**config.mk**
```make
export PLATFORM = sky130hd
export DESIGN_NAME = cpu_control_fsm
export DESIGN_NICKNAME = d
export VERILOG_FILES = /design/src/rtl/cpu_control_fsm.sv
export SDC_FILE = /design/constraint.sdc
export NUM_CORES = 1
export LEC_CHECK = 0
export CORE_AREA = 2 2 80 82
export CTS_CLUSTER_DIAMETER = 50
export DETAILED_ROUTE_END_ITERATION = 6
export DIE_AREA = 0 0 82 84
export GPL_ROUTABILITY_DRIVEN = 1
export PLACE_DENSITY = 0.44
export SYNTH_ARGS = -nofsm -noshare
export SYNTH_HDL_FRONTEND = slang
export SYNTH_SLANG_ARGS = --single-unit
```
**constraint.sdc**
```tcl
create_clock -name clk -period 6.53 [get_ports clk]
set_input_delay 0.9795 -clock clk [delete_from_list [all_inputs] [get_ports clk]]
set_output_delay 0.9795 -clock clk [all_outputs]
set_load 0.02 [all_outputs]
```
**src/rtl/cpu_control_fsm.sv**
```systemverilog
// Control sequencer for the Simple RISC Machine: fetch, decode, execute, memory and write-back.
// State updates on the falling clock edge so the datapath captures on the rising edge in between.
module cpu_control_fsm #(
    parameter int unsigned MEM_WAIT = 0
) (
    input  logic       clk,
    input  logic       reset,
    input  logic [2:0] opcode,
    input  logic [1:0] op,
    input  logic [2:0] cond,
    input  logic       N,
    input  logic       V,
    input  logic       Z,
    output logic [2:0] nsel,
    output logic [1:0] vsel,
    output logic       write,
    output logic       loada,
    output logic       loadb,
    output logic       loadc,
    output logic       loads,
    output logic       asel,
    output logic       bsel,
    output logic       load_pc,
    output logic       reset_pc,
    output logic [1:0] pc_sel,
    output logic       loadir,
    output logic       load_addr,
    output logic       addr_sel,
    output logic [1:0] mem_cmd,
    output logic       halted,
    output logic [4:0] dbg_state,
    output logic [3:0] dbg_wcnt
);

    typedef enum logic [4:0] {
        S_RST  = 5'd0,
        S_IF1  = 5'd1,
        S_IF2  = 5'd2,
        S_UPC  = 5'd3,
        S_DEC  = 5'd4,
        S_WIMM = 5'd5,
        S_GETA = 5'd6,
        S_GETB = 5'd7,
        S_ALU  = 5'd8,
        S_WRC  = 5'd9,
        S_ADDR = 5'd10,
        S_MWR  = 5'd11,
        S_MRD  = 5'd12,
        S_MWB  = 5'd13,
        S_BR   = 5'd14,
        S_BLW  = 5'd15,
        S_BLJ  = 5'd16,
        S_BXB  = 5'd17,
        S_BXC  = 5'd18,
        S_BXP  = 5'd19,
        S_HALT = 5'd20
    } state_t;

    localparam logic [1:0] MEM_WRITE = 2'b01;
    localparam logic [1:0] MEM_READ  = 2'b11;
    localparam logic [2:0] NSEL_RN   = 3'b100;
    localparam logic [2:0] NSEL_RD   = 3'b010;
    localparam logic [2:0] NSEL_RM   = 3'b001;
    localparam logic [1:0] VSEL_C    = 2'b00;
    localparam logic [1:0] VSEL_PC   = 2'b01;
    localparam logic [1:0] VSEL_IMM  = 2'b10;
    localparam logic [1:0] VSEL_MD   = 2'b11;
    localparam logic [1:0] PC_INC    = 2'b00;
    localparam logic [1:0] PC_REL    = 2'b01;
    localparam logic [1:0] PC_REG    = 2'b10;
    localparam logic [3:0] WAIT_INIT = 4'(MEM_WAIT);

    state_t     state_q, state_d;
    logic [3:0] wcnt_q, wcnt_d;
    logic       is_cmp;
    logic       is_mem;
    logic       take;

    assign is_cmp    = (opcode == 3'b101) && (op == 2'b01);
    assign is_mem    = (opcode == 3'b011) || (opcode == 3'b100);
    assign dbg_state = state_q;
    assign dbg_wcnt  = wcnt_q;

    always_comb begin
        take = 1'b0;
        case (cond)
            3'b000:  take = 1'b1;
            3'b001:  take = Z;
            3'b010:  take = ~Z;
            3'b011:  take = N ^ V;
            3'b100:  take = (N ^ V) | Z;
            default: take = 1'b0;
        endcase
    end

    always_ff @(negedge clk) begin
        if (reset) begin
            state_q <= S_RST;
            wcnt_q  <= 4'd0;
        end else begin
            state_q <= state_d;
            wcnt_q  <= wcnt_d;
        end
    end

    always_comb begin
        state_d   = state_q;
        wcnt_d    = wcnt_q;
        nsel      = 3'b000;
        vsel      = VSEL_C;
        write     = 1'b0;
        loada     = 1'b0;
        loadb     = 1'b0;
        loadc     = 1'b0;
        loads     = 1'b0;
        asel      = 1'b0;
        bsel      = 1'b0;
        load_pc   = 1'b0;
        reset_pc  = 1'b0;
        pc_sel    = PC_INC;
        loadir    = 1'b0;
        load_addr = 1'b0;
        addr_sel  = 1'b0;
        mem_cmd   = 2'b00;
        halted    = 1'b0;

        case (state_q)
            S_RST: begin
                reset_pc = 1'b1;
                load_pc  = 1'b1;
                state_d  = S_IF1;
            end
            S_IF1: begin
                mem_cmd  = MEM_READ;
                addr_sel = 1'b1;
                if (wcnt_q == 4'd0) state_d = S_IF2;
                else                wcnt_d  = wcnt_q - 4'd1;
            end
            S_IF2: begin
                mem_cmd  = MEM_READ;
                addr_sel = 1'b1;
                loadir   = 1'b1;
                state_d  = S_UPC;
            end
            S_UPC: begin
                load_pc = 1'b1;
                state_d = S_DEC;
            end
            S_DEC: begin
                // Undecoded encodings fall back to fetch so the machine never wedges.
                case (opcode)
                    3'b110: begin
                        if (op == 2'b10)      state_d = S_WIMM;
                        else if (op == 2'b00) state_d = S_GETA;
                        else                  state_d = S_IF1;
                    end
                    3'b101, 3'b011, 3'b100: state_d = S_GETA;
                    3'b001: state_d = S_BR;
                    3'b010: begin
                        case (op)
                            2'b11, 2'b10: state_d = S_BLW;
                            2'b00:        state_d = S_BXB;
                            default:      state_d = S_IF1;
                        endcase
                    end
                    3'b111:  state_d = S_HALT;
                    default: state_d = S_IF1;
                endcase
            end
            S_WIMM: begin
                nsel    = NSEL_RN;
                vsel    = VSEL_IMM;
                write   = 1'b1;
                state_d = S_IF1;
            end
            S_GETA: begin
                nsel    = NSEL_RN;
                loada   = 1'b1;
                state_d = S_GETB;
            end
            S_GETB: begin
                loadb   = 1'b1;
                nsel    = (opcode == 3'b100) ? NSEL_RD : NSEL_RM;
                state_d = S_ALU;
            end
            S_ALU: begin
                loadc   = 1'b1;
                nsel    = NSEL_RM;
                asel    = (opcode == 3'b110);
                bsel    = is_mem;
                loads   = is_cmp;
                state_d = is_mem ? S_ADDR : S_WRC;
            end
            S_WRC: begin
                nsel    = NSEL_RD;
                vsel    = VSEL_C;
                write   = ~is_cmp;
                state_d = S_IF1;
            end
            S_ADDR: begin
                // For a store, C is reloaded with Rd so it can drive the write data.
                load_addr = 1'b1;
                asel      = (opcode == 3'b100);
                loadc     = (opcode == 3'b100);
                state_d   = (opcode == 3'b100) ? S_MWR : S_MRD;
            end
            S_MWR: begin
                mem_cmd = MEM_WRITE;
                if (wcnt_q == 4'd0) state_d = S_IF1;
                else                wcnt_d  = wcnt_q - 4'd1;
            end
            S_MRD: begin
                mem_cmd = MEM_READ;
                if (wcnt_q == 4'd0) state_d = S_MWB;
                else                wcnt_d  = wcnt_q - 4'd1;
            end
            S_MWB: begin
                mem_cmd = MEM_READ;
                nsel    = NSEL_RD;
                vsel    = VSEL_MD;
                write   = 1'b1;
                state_d = S_IF1;
            end
            S_BR: begin
                load_pc = take;
                pc_sel  = PC_REL;
                state_d = S_IF1;
            end
            S_BLW: begin
                nsel    = NSEL_RN;
                vsel    = VSEL_PC;
                write   = 1'b1;
                state_d = (op == 2'b11) ? S_BLJ : S_BXB;
            end
            S_BLJ: begin
                load_pc = 1'b1;
                pc_sel  = PC_REL;
                state_d = S_IF1;
            end
            S_BXB: begin
                nsel    = NSEL_RD;
                loadb   = 1'b1;
                state_d = S_BXC;
            end
            S_BXC: begin
                asel    = 1'b1;
                loadc   = 1'b1;
                state_d = S_BXP;
            end
            S_BXP: begin
                load_pc = 1'b1;
                pc_sel  = PC_REG;
                state_d = S_IF1;
            end
            S_HALT: begin
                halted = 1'b1;
            end
            default: begin
                state_d = S_RST;
                wcnt_d  = 4'd0;
            end
        endcase

        // The wait counter is preloaded whenever a memory-holding state is entered.
        if ((state_d != state_q) &&
            ((state_d == S_IF1) || (state_d == S_MRD) || (state_d == S_MWR))) begin
            wcnt_d = WAIT_INIT;
        end
    end

endmodule

```
### After elaboration in Yosys (flattened, before gate mapping)

Cells that the tools add are included.

* RAM bits: 0
* latch bits: 0
* ROM bits: 0
* input port bits: 13
* memories kept: 0
* logic and storage cells: 104
* register bits after elaboration: 9
* output and inout bits: 31

* reduce and logical (&&, ||, !) cells: 25
* divide/modulo/power cells: 0
* bitwise logic cells: 5
* shifts and indexed selects: 0
* multipliers: 0
* muxes and demuxes: 32
* order comparisons: 0
* add/subtract/negate cells: 1
* equality and inequality tests: 39

Operators by type and width (count)
* 5-bit one-hot mux with 15 select lines: 1
* 5-bit by 4-bit == test with 1-bit output (second input constant): 10
* 5-bit == test (second input constant): 5
* 5-bit one-hot mux with 5 select lines: 1
* 5-bit by 3-bit == test with 1-bit output (second input constant): 4
* 18-bit OR reduction: 1
* 3-bit == test (second input constant): 5
* 5-bit 2-to-1 mux: 3
* 3-bit OR reduction: 5
* 3-bit by 2-bit == test with 1-bit output (second input constant): 4
* 3-bit one-hot mux with 4 select lines: 1
* 2-bit OR reduction: 6
* 5-bit by 1-bit == test with 1-bit output (second input constant): 2
* 5-bit by 2-bit == test with 1-bit output (second input constant): 2
* 1-bit 2-to-1 mux: 10
* 5-bit one-hot mux with 2 select lines: 1
* 3-bit 2-to-1 mux: 3
* 2-bit one-hot mux with 2 select lines: 2
* 4-bit one-hot mux with 2 select lines: 1
* 4-bit OR reduction: 2
* 7-bit OR reduction: 1
* 3-bit by 1-bit == test with 1-bit output (second input constant): 2
* 1-bit one-hot mux with 2 select lines: 3
* 2-bit one-hot mux with 3 select lines: 1
* 19 further kinds: 26

### Depth between registers and ports, before layout

* word-level depth: 10
* gate-level depth with buffers: 9
* gate-level depth less buffers: 8

==> run summary <==
Xor/xnor share of the synthesized area - 3.009%
Post-synth EDFFs - 0
I/O pin cnt - 44
Met1 WL - 2543 um
CTS sink cnt - 9
Critical Path End Type - output port
Pwr/cell area - 291.4 mW/mm2
Distinct cells, synth - 64
R2R Path Start - dbg_wcnt[0]
Layout Nets - 274
Clock-pin slew on the worst setup and hold paths - 40 ps
Placed cell areas - 0.002077 mm2
Via Count - 1,712
Clock root cell - clkbuf_8
GPL Wtd Cong - 0.7768
HP Class - reg2reg
Reg-to-reg slack, setup - 4190 ps
Max IR drop VDD - 207.4 uV
Area Growth Syn to Fin - 49.18%
Routed len/inst - 15.14 um
CP peak stage delay - 610 ps
Congestion Overflow GR - 0
Most frequent CP cell - or3_4
Overall Power - 632.6 uW
Most common library cell in the layout ignoring fill and taps - clkdlybuf4s50_1
Total GRT Usage - 15.42%
Synth Area in Adders - 0.8598%
Worst-margin pin slew - 486.1 ps
Synth warn - 0
Starting density of the core - 23.87%
Layout Cells excl Fill - 336
Fin. max-slew vios - 0
CTS resizes - 2
Placed Cells - 324
Reg-to-reg endpoint - dbg_wcnt[3]
Post-synthesis mux area share - 2.150%
Die area - 0.006888 mm2
Worst setup startpoint - dbg_state[4]
Mapped Area - 0.001455 mm2
Simple-gate share of the synthesized area - 38.52%
Setup ws final - 135.4 ps
Async SR Flop Fraction - 0%
CP endpoint - loadc
Finished Cell Area - 0.002171 mm2
Worst Hold Slack - 549.7 ps
Critical Path RT - 5550 ps
Drt initial violations - 114
Post-layout util - 35.61%
Sequential area share after synthesis - 12.38%
Commonest non-fill, non-tap cells in the layout - clkdlybuf4s50_1 (40), nor2_1 (23), buf_4 (22), inv_1 (16), a21oi_1 (11)
Routed wl met3 - 210 um
Worst-case reg-to-reg path depth - 8
Leakage - 0.8682 nW
Avg Cell Area, Syn - 7.349 um2
First-pass GRT wire length - 8438 um
Status - complete, no violations
Metal2 WL - 2306 um
Seq cells post-synth - 9
Slowest-stage cell, CP - clkdlybuf4s50_1
Critical path cell sequence - or3_4, or3_4, nand3_1, clkdlybuf4s50_1
CTS buffer count - 3
Worst-Skew Late Latency - 300 ps
Critical setup path kind - reg2out
CP arrival - 5420 ps
Multi-input logic area - 0.001161 mm2
Ys flop type - dfxtp_1
Row count - 29
RSZ-0062 raised after global routing - no
Synth Instances - 198
Syn Nets - 212
CTS tree - built
Final Hold Viols - 0
Setup violations, final - 0
Place WS - 92.25 ps
Max-Cap Viols - 0
Clock skew - 7.773 ps
Die Height - 84 um
Hold-fix buffers, CTS - 0
Largest net degree at the start of global routing - 29
Avg Vias per Cell - 5.095
Routed Wire Length - 5087 um
Antenna cells - 0
Filler instances - 667
Sequential cell area - 181.4 um2
Largest family of logic cells by synthesized area - simple AND/OR/NAND/NOR gates
Setup Fix Bufs, Post-CTS - 0
Worst Path Max Fanout - 5
Initial antenna violation count - 0
Core Box Area - 0.006096 mm2
CTS Buffer Depth - 2
Setup TNS - 0 ps
Vias in the first global route - 1,667
Synth Area in Compound Gates - 34.57%
DRT antenna net count - 0
Die extent in x - 82 um
Port Buffers - 43
Relative slew slack - 67.59%
Placed wire-length estimate - 3924 um
Uppermost layer routed - met4
H-Tree Level Count - 1
Share of cells above drive strength 1 - 18.92%
DRT Pass-1 Iters - 4
DRC violations left - 0
Setup crit start kind - register
-- synthesized netlist by cell type (3+ instances only) --
master     n  area (um2)
a211oi_1   3       22.52
buf_2      9       45.04
nand3_1   10       50.05
clkbuf_1   5       18.77
inv_1      7       26.28
nor4_1     3       18.77
a21o_1     3       22.52
nor2_1    23       86.33
and2_1     3       18.77
a21boi_0   4       30.03
a22oi_1    3       22.52
nor2b_1    9       56.30
or3_1      3       18.77
o21ai_0    5       25.02
a21oi_1   11       55.05
o211ai_1   3       22.52
nor3_1    10       50.05
nand4_1    5       31.28
xor2_1     3       26.28
nand2_1    9       33.78
nand2b_1   4       25.02
dfxtp_1    9       180.2
-- report_power, final --
part / internal (mW) / switching, mW
clock: 0.0486 / 0.0354
combinational: 0.203 / 0.273
sequential: 0.0637 / 0.00937
total: 0.315 / 0.318
-- final cells by class --
class                      instances  share of cell area (%)
multi-input combinational        164                   53.49
timing repair buffer              67                   29.05
tap                               77                   4.438
inverter                           6                   1.037
clock buffer                       3                   1.902
clock inverter                    10                   1.729
sequential                         9                   8.357
-- worst max-delay path, delay by kind of cell (launching register included) --
family / cells / cell delay [ps]
AND/OR/NAND/NOR: 3 / 900
buffers and inverters: 1 / 610
flip-flops: 1 / 330
-- cells by family after synthesis --
group / Yosys count
AND/OR/NAND/NOR: 97
AO/OA/AOI/OAI: 58
buffers and inverters: 25
flip-flops: 9
XOR/XNOR: 5
multiplexers: 3
adder cells (fa/ha/maj): 1
-- sequential cells by signal, indices dropped and copies added, names as in the netlist --
register and cells:
dbg_state 5, dbg_wcnt 4
-- routing by layer --
| metal | global-route usage (%) | vias to the layer above |
|---|---|---|
| met5 | 0 | - |
| met4 | 3.030 | 0 |
| met3 | 1.623 | 2 |
| met2 | 23.80 | 42 |
| met1 | 22.89 | 798 |
| li1 | - | 870 |
-- worst min path at each step --
stage	from	to	slack, ps	depth (start not counted)
detailed placement	dbg_wcnt[0]	dbg_wcnt[0]	550	2
floorplan	dbg_wcnt[0]	dbg_wcnt[0]	620	2
global route	dbg_wcnt[0]	dbg_wcnt[0]	580	2
CTS	dbg_wcnt[0]	dbg_wcnt[0]	560	2
global placement	dbg_wcnt[0]	dbg_wcnt[0]	560	2
finish	dbg_wcnt[0]	dbg_wcnt[0]	550	2
Power figures use the tool's default switching activity.
